**src/rtl/dti_pkg.sv**
```systemverilog
// Shared definitions for dti width-conversion blocks (serializer, future deserializer).
package dti_pkg;

  typedef enum logic {
    ST_IDLE = 1'b0,
    ST_SER  = 1'b1
  } ser_state_e;

  // Width of the lane-count field that accompanies a wide dti word.
  function automatic int unsigned lane_cnt_w(input int unsigned lanes);
    return $clog2(lanes);
  endfunction

endpackage

```
**src/rtl/serializer_if.sv**
```systemverilog
// dti valid/ready channel; the producer drives valid/data, the consumer drives ready.
interface dti #(
  parameter int unsigned W = 8
) ();

  logic         valid;
  logic         ready;
  logic [W-1:0] data;

  modport producer (output valid, output data, input  ready);
  modport consumer (input  valid, input  data, output ready);
  modport master   (output valid, output data, input  ready);
  modport slave    (input  valid, input  data, output ready);

endinterface

```
**src/rtl/serializer.sv**
```systemverilog
// Splits one wide dti word into up to LANES narrow beats, lane 0 first, flagging
// the last beat; consecutive words stream without a bubble.
module serializer
  import dti_pkg::*;
#(
  parameter int unsigned LANES  = 4,
  parameter int unsigned W_LANE = 8
) (
  input  logic clk,
  input  logic rst,
  dti.consumer din,
  dti.producer dout
);

  localparam int unsigned W_CNT  = lane_cnt_w(LANES);
  localparam int unsigned W_DIN  = W_CNT + LANES * W_LANE;
  localparam int unsigned W_DOUT = W_LANE + 1;

  if (LANES < 2) begin : g_chk_lanes
    $error("serializer: LANES must be >= 2");
  end
  if ($bits(din.data) != W_DIN) begin : g_chk_din
    $error("serializer: din.data width does not match W_DIN");
  end
  if ($bits(dout.data) != W_DOUT) begin : g_chk_dout
    $error("serializer: dout.data width does not match W_DOUT");
  end

  typedef struct packed {
    logic [W_CNT-1:0]              cnt;
    logic [LANES-1:0][W_LANE-1:0]  lanes;
  } din_word_t;

  din_word_t        din_word;
  logic [W_CNT-1:0] cnt_in;

  assign din_word = din.data;

  // Counts beyond the last real lane only exist when LANES is not a power of two.
  if (LANES == (1 << W_CNT)) begin : g_no_clamp
    assign cnt_in = din_word.cnt;
  end else begin : g_clamp
    localparam logic [W_CNT-1:0] CNT_MAX = W_CNT'(LANES - 1);
    assign cnt_in = (din_word.cnt > CNT_MAX) ? CNT_MAX : din_word.cnt;
  end

  ser_state_e                    state_q, state_d;
  logic [W_CNT-1:0]              idx_q, idx_d;
  logic [W_CNT-1:0]              cnt_q, cnt_d;
  logic [LANES-1:0][W_LANE-1:0]  lanes_q, lanes_d;
  logic                          last_c;
  logic                          din_ready_c;

  assign last_c      = (idx_q == cnt_q);
  assign din_ready_c = (state_q == ST_IDLE) | (dout.ready & last_c);

  assign din.ready  = din_ready_c;
  assign dout.valid = (state_q == ST_SER);
  assign dout.data  = {last_c, lanes_q[idx_q]};

  always_ff @(posedge clk or posedge rst) begin
    if (rst) begin
      state_q <= ST_IDLE;
      idx_q   <= '0;
      cnt_q   <= '0;
      lanes_q <= '0;
    end else begin
      state_q <= state_d;
      idx_q   <= idx_d;
      cnt_q   <= cnt_d;
      lanes_q <= lanes_d;
    end
  end

  // Next-state: advance the lane index, reload on the last beat, or drop to idle.
  always_comb begin
    logic load;
    state_d = state_q;
    idx_d   = idx_q;
    cnt_d   = cnt_q;
    lanes_d = lanes_q;
    load    = 1'b0;

    unique case (state_q)
      ST_IDLE: begin
        if (din.valid) load = 1'b1;
      end
      ST_SER: begin
        if (dout.ready) begin
          if (!last_c) begin
            idx_d = idx_q + W_CNT'(1);
          end else if (din.valid) begin
            load = 1'b1;
          end else begin
            state_d = ST_IDLE;
            idx_d   = '0;
          end
        end
      end
      default: state_d = ST_IDLE;
    endcase

    if (load) begin
      state_d = ST_SER;
      idx_d   = '0;
      cnt_d   = cnt_in;
      lanes_d = din_word.lanes;
    end
  end

endmodule

```
**src/flat_wrapper.sv**
```systemverilog
// flat-port wrapper written by rule: the top's interface ports become plain ports
module serializer_flat import dti_pkg::*;
#(
  parameter int unsigned LANES  = 4,
  parameter int unsigned W_LANE = 8
)
  (clk, rst, din_valid, din_data, din_ready, dout_valid, dout_data, dout_ready);
  dti #(.W((2 + LANES * W_LANE))) din_i ();
  dti #(.W((W_LANE + 1))) dout_i ();
  input  logic clk;
  input  logic rst;
  input wire logic [$bits(din_i.valid)-1:0] din_valid;
  input wire logic [$bits(din_i.data)-1:0] din_data;
  output wire logic [$bits(din_i.ready)-1:0] din_ready;
  output wire logic [$bits(dout_i.valid)-1:0] dout_valid;
  output wire logic [$bits(dout_i.data)-1:0] dout_data;
  input wire logic [$bits(dout_i.ready)-1:0] dout_ready;
  assign din_i.valid = din_valid;
  assign din_i.data = din_data;
  assign din_ready = din_i.ready;
  assign dout_valid = dout_i.valid;
  assign dout_data = dout_i.data;
  assign dout_i.ready = dout_ready;
  serializer #(.LANES(LANES), .W_LANE(W_LANE)) u_core (.clk(clk), .rst(rst), .din(din_i), .dout(dout_i));
endmodule
```
**config.mk**
```make
export PLATFORM = sky130hd
export DESIGN_NAME = serializer_flat
export DESIGN_NICKNAME = d
export VERILOG_FILES = /design/src/rtl/dti_pkg.sv /design/src/rtl/serializer_if.sv /design/src/rtl/serializer.sv /design/src/flat_wrapper.sv
export SDC_FILE = /design/constraint.sdc
export NUM_CORES = 1
export LEC_CHECK = 0
export BUFFER_PORTS_ARGS = -buffer_cell sky130_fd_sc_hd__buf_2
export CAP_MARGIN = 40
export CORE_MARGIN = 3
export CORE_UTILIZATION = 37
export CTS_BUF_LIST = sky130_fd_sc_hd__clkbuf_16
export DETAILED_ROUTE_END_ITERATION = 10
export GPL_TIMING_DRIVEN = 0
export SLEW_MARGIN = 40
export SYNTH_ARGS = -nofsm -noshare
export SYNTH_HDL_FRONTEND = slang
export SYNTH_SLANG_ARGS = --single-unit
```
**constraint.sdc**
```tcl
create_clock -name clk -period 2.8 [get_ports clk]
set_input_delay 0.42 -clock clk [delete_from_list [all_inputs] [get_ports clk]]
set_output_delay 0.42 -clock clk [all_outputs]
set_load 0.01 [all_outputs]
```
==> results.sh <==
export IMPL_status="finished clean"
export IMPL_tns_ps=0
export IMPL_synth_ff_type="dfrtp_1"
export IMPL_top_usage_layer="met2"
export IMPL_hold_viol_final=0
export IMPL_synth_compound_area_share_pct=4.63
export IMPL_ys_seq_elements=37
export IMPL_grt_usage_pct=14.4
export IMPL_grt_max_degree=38
export IMPL_vdd_drop_max_mv=0.549
export IMPL_synth_fp_nets=155
export IMPL_use_met1_pct=18.9
export IMPL_seq_area_frac_synth_pct=50.3
export IMPL_htreeDepth=2
export IMPL_synth_top_family_by_area="multiplexers"
export IMPL_overflow=0
export IMPL_die_area_mm2=0.00585
export IMPL_use_met3_pct=4.73
export IMPL_cap_violations=0
export IMPL_fin_skew_ps=4.12
export IMPL_hold_class="input pin to asynchronous set/reset pin"
export IMPL_r2r_start="u_core.idx_q[0]"
export IMPL_synth_most_common_cell="dfrtp_1"
export IMPL_worstSkewPairLatency_ps=270
export IMPL_ctsRootBufferMaster="clkbuf_16"
export IMPL_fin_crit_ps=2160
export IMPL_rows=25
export IMPL_seq_area_um2=926
export IMPL_area_growth_pct=25.1
export IMPL_io_pins=49
export IMPL_crit_fanout=10
export IMPL_synthArstFlopShare_pct=100
export IMPL_nNetsFinal=210
export IMPL_vias=1134
export IMPL_drv_slew=0
export IMPL_antenna_found_initial=0
export IMPL_die_w_um=76.5
export IMPL_cts_resized=0
export IMPL_p_per_area_mw_per_mm2=1280
export IMPL_die_h_um=76.5
export IMPL_grt_pass1_wl_um=6470
export IMPL_clock_path_buffers=2
export IMPL_synth_cell_type_count=24
export IMPL_hpwl_um=2760
export IMPL_fillCellCount=438
export IMPL_post_cts_setup_buffers=0
export IMPL_rsz0062_at_grt="false"
export IMPL_start_util_pct=38.7
export IMPL_yosysWarnings=0
export IMPL_synthesis_area_mm2=0.00184
export IMPL_route_detailed_drc=0
export IMPL_use_met2_pct=22.8
export IMPL_synth_top_area_share_pct=50.3
export IMPL_clk_pin_slew_worst_paths_ps=50
export IMPL_antennaDiodeCount=0
export IMPL_synth_common_cells="dfrtp_1, mux2_4, mux4_2, nand2_1"
export IMPL_fmax_mhz=462
export IMPL_wl_per_cell_um=16.2
export IMPL_relSlewSlack_pct=56.5
export IMPL_vias_per_cell=4.73
export IMPL_reg2regPathDepth=6
export IMPL_synthMuxAreaShare_pct=35.5
export IMPL_cp_start_kind="flop"
export IMPL_post_synth_xor_area_fraction_pct=1.84
export IMPL_setup_viol=0
export IMPL_finalCritPeriodShare_pct=77.2
export IMPL_synth_area_leaders="dfrtp_1, mux2_4, mux4_2, buf_6, mux2_2"
export IMPL_crit_type="flop to output port"
export IMPL_synth_edff_count=0
export IMPL_leakagePower_nw=1.17
export IMPL_critPathRequiredTime_ps=2380
export IMPL_setup_worst_path_start="u_core.idx_q[1]"
export IMPL_coreArea_mm2=0.00475
export IMPL_drt_total_wl_um=3890
export IMPL_cts_sinks=37
export IMPL_cts_tree="yes"
export IMPL_drt_pass1_iter_count=4
export IMPL_cts_made_buffers=5
export IMPL_place_gp_congestion=0.757
export IMPL_synth_adder_area_share_pct=0
export IMPL_grt_pass1_vias=1281
export IMPL_final_layout_size_suffix_gt1_share_pct=60.1
export IMPL_post_synth_cell_area_avg_um2=15.7
export IMPL_synthSimpleGateAreaFrac_pct=3.47
export IMPL_endpoint_kind="output port"
export IMPL_multiInputGateArea_um2=836
export IMPL_initialDrtViolationCount=22
export IMPL_cts_hold_buf=0
export IMPL_synth_top_cell_by_area="dfrtp_1"
export IMPL_synth_cells=117
export IMPL_power_w=0.00295
export IMPL_worstMarginPinSlew_ps=651
export IMPL_portBuffers=48
export IMPL_ant_nets=0
export IMPL_arrival_ps=1740
==> final timing paths <==
kind / end / slack, ps
worst max register to register: u_core.lanes_q[1] / 1080
worst min-delay path: u_core.lanes_q[16] / 210
min in group clk: u_core.lanes_q[17] / 370
worst min register to register: u_core.lanes_q[31] / 500
worst max-delay path: dout_data[4] / 640
max in group asynchronous: u_core.lanes_q[2] / 2180
==> critical path, stage by stage, from the launching register on <==
cell and delay [ps]:
dfrtp_1 430, buf_2 330, mux4_2 540, buf_2 160
==> logic make-up (layout without fill, tap and decap cells) <==
family	Yosys count	in the layout
compound gates	13	13
xor+xnor	3	3
buf+inv	11	67
flops	37	37
mux	40	40
simple gates	13	13
==> final cells by class <==
class | instances | area share, %
Tap cell | 67 | 3.64
Clock buffer | 5 | 5.44
Multi-Input combinational cell | 69 | 36.3
Sequential cell | 37 | 40.2
Timing Repair Buffer | 48 | 10.4
Inverter | 4 | 0.707
Clock inverter | 3 | 0.489
Buffer | 7 | 2.72
==> cells in the final DEF, fill, tap and decap left out, types with 2 or more instances in the layout <==
| master | synthesis | layout |
|---|---|---|
| o31ai_1 | 2 | 2 |
| o21ai_0 | 3 | 3 |
| nor2_1 | 4 | 4 |
| buf_2 | 2 | 50 |
| buf_6 | 4 | 4 |
| nand2_1 | 6 | 6 |
| a21oi_1 | 3 | 3 |
| mux2_2 | 2 | 2 |
| clkbuf_16 | 0 | 5 |
| inv_1 | 4 | 6 |
| mux2_4 | 30 | 30 |
| mux4_2 | 8 | 8 |
| dfrtp_1 | 37 | 37 |
==> where the power goes <==
part | internal, W | leakage (nW) | switching, W
logic | 0.000879 | 0.652 | 0.000575
clock network | 0.000320 | 0.0776 | 0.000196
registers | 0.000814 | 0.437 | 0.000171
total | 0.00201 | 1.17 | 0.000942
==> metrics by stage <==
step | setup WS (ps) | utilization [%] | hold slack (ps) | instance area, µm² | cells
after floorplan | 1190 | - | 475 | 1840 | 117
after global placement | 937 | 45.5 | 485 | 2160 | 232
after detailed placement | 909 | 45.5 | 489 | 2160 | 232
after CTS | 605 | 48.4 | 324 | 2300 | 240
after global routing | 535 | 48.4 | 264 | 2300 | 240
final | 638 | 48.4 | 214 | 2300 | 240
==> metal layers <==
layer,up-vias,wire [µm]
met2,35,1830
met1,565,1850
li1,532,-
met5,-,0
met3,2,188
met4,0,19
==> flip-flops by register name, indices dropped and copies added, names as in the netlist <==
name               flops
u_core.dout.valid      1
u_core.lanes_q        32
u_core.cnt_q           2
u_core.idx_q           2
Power figures use the tool's default switching activity.
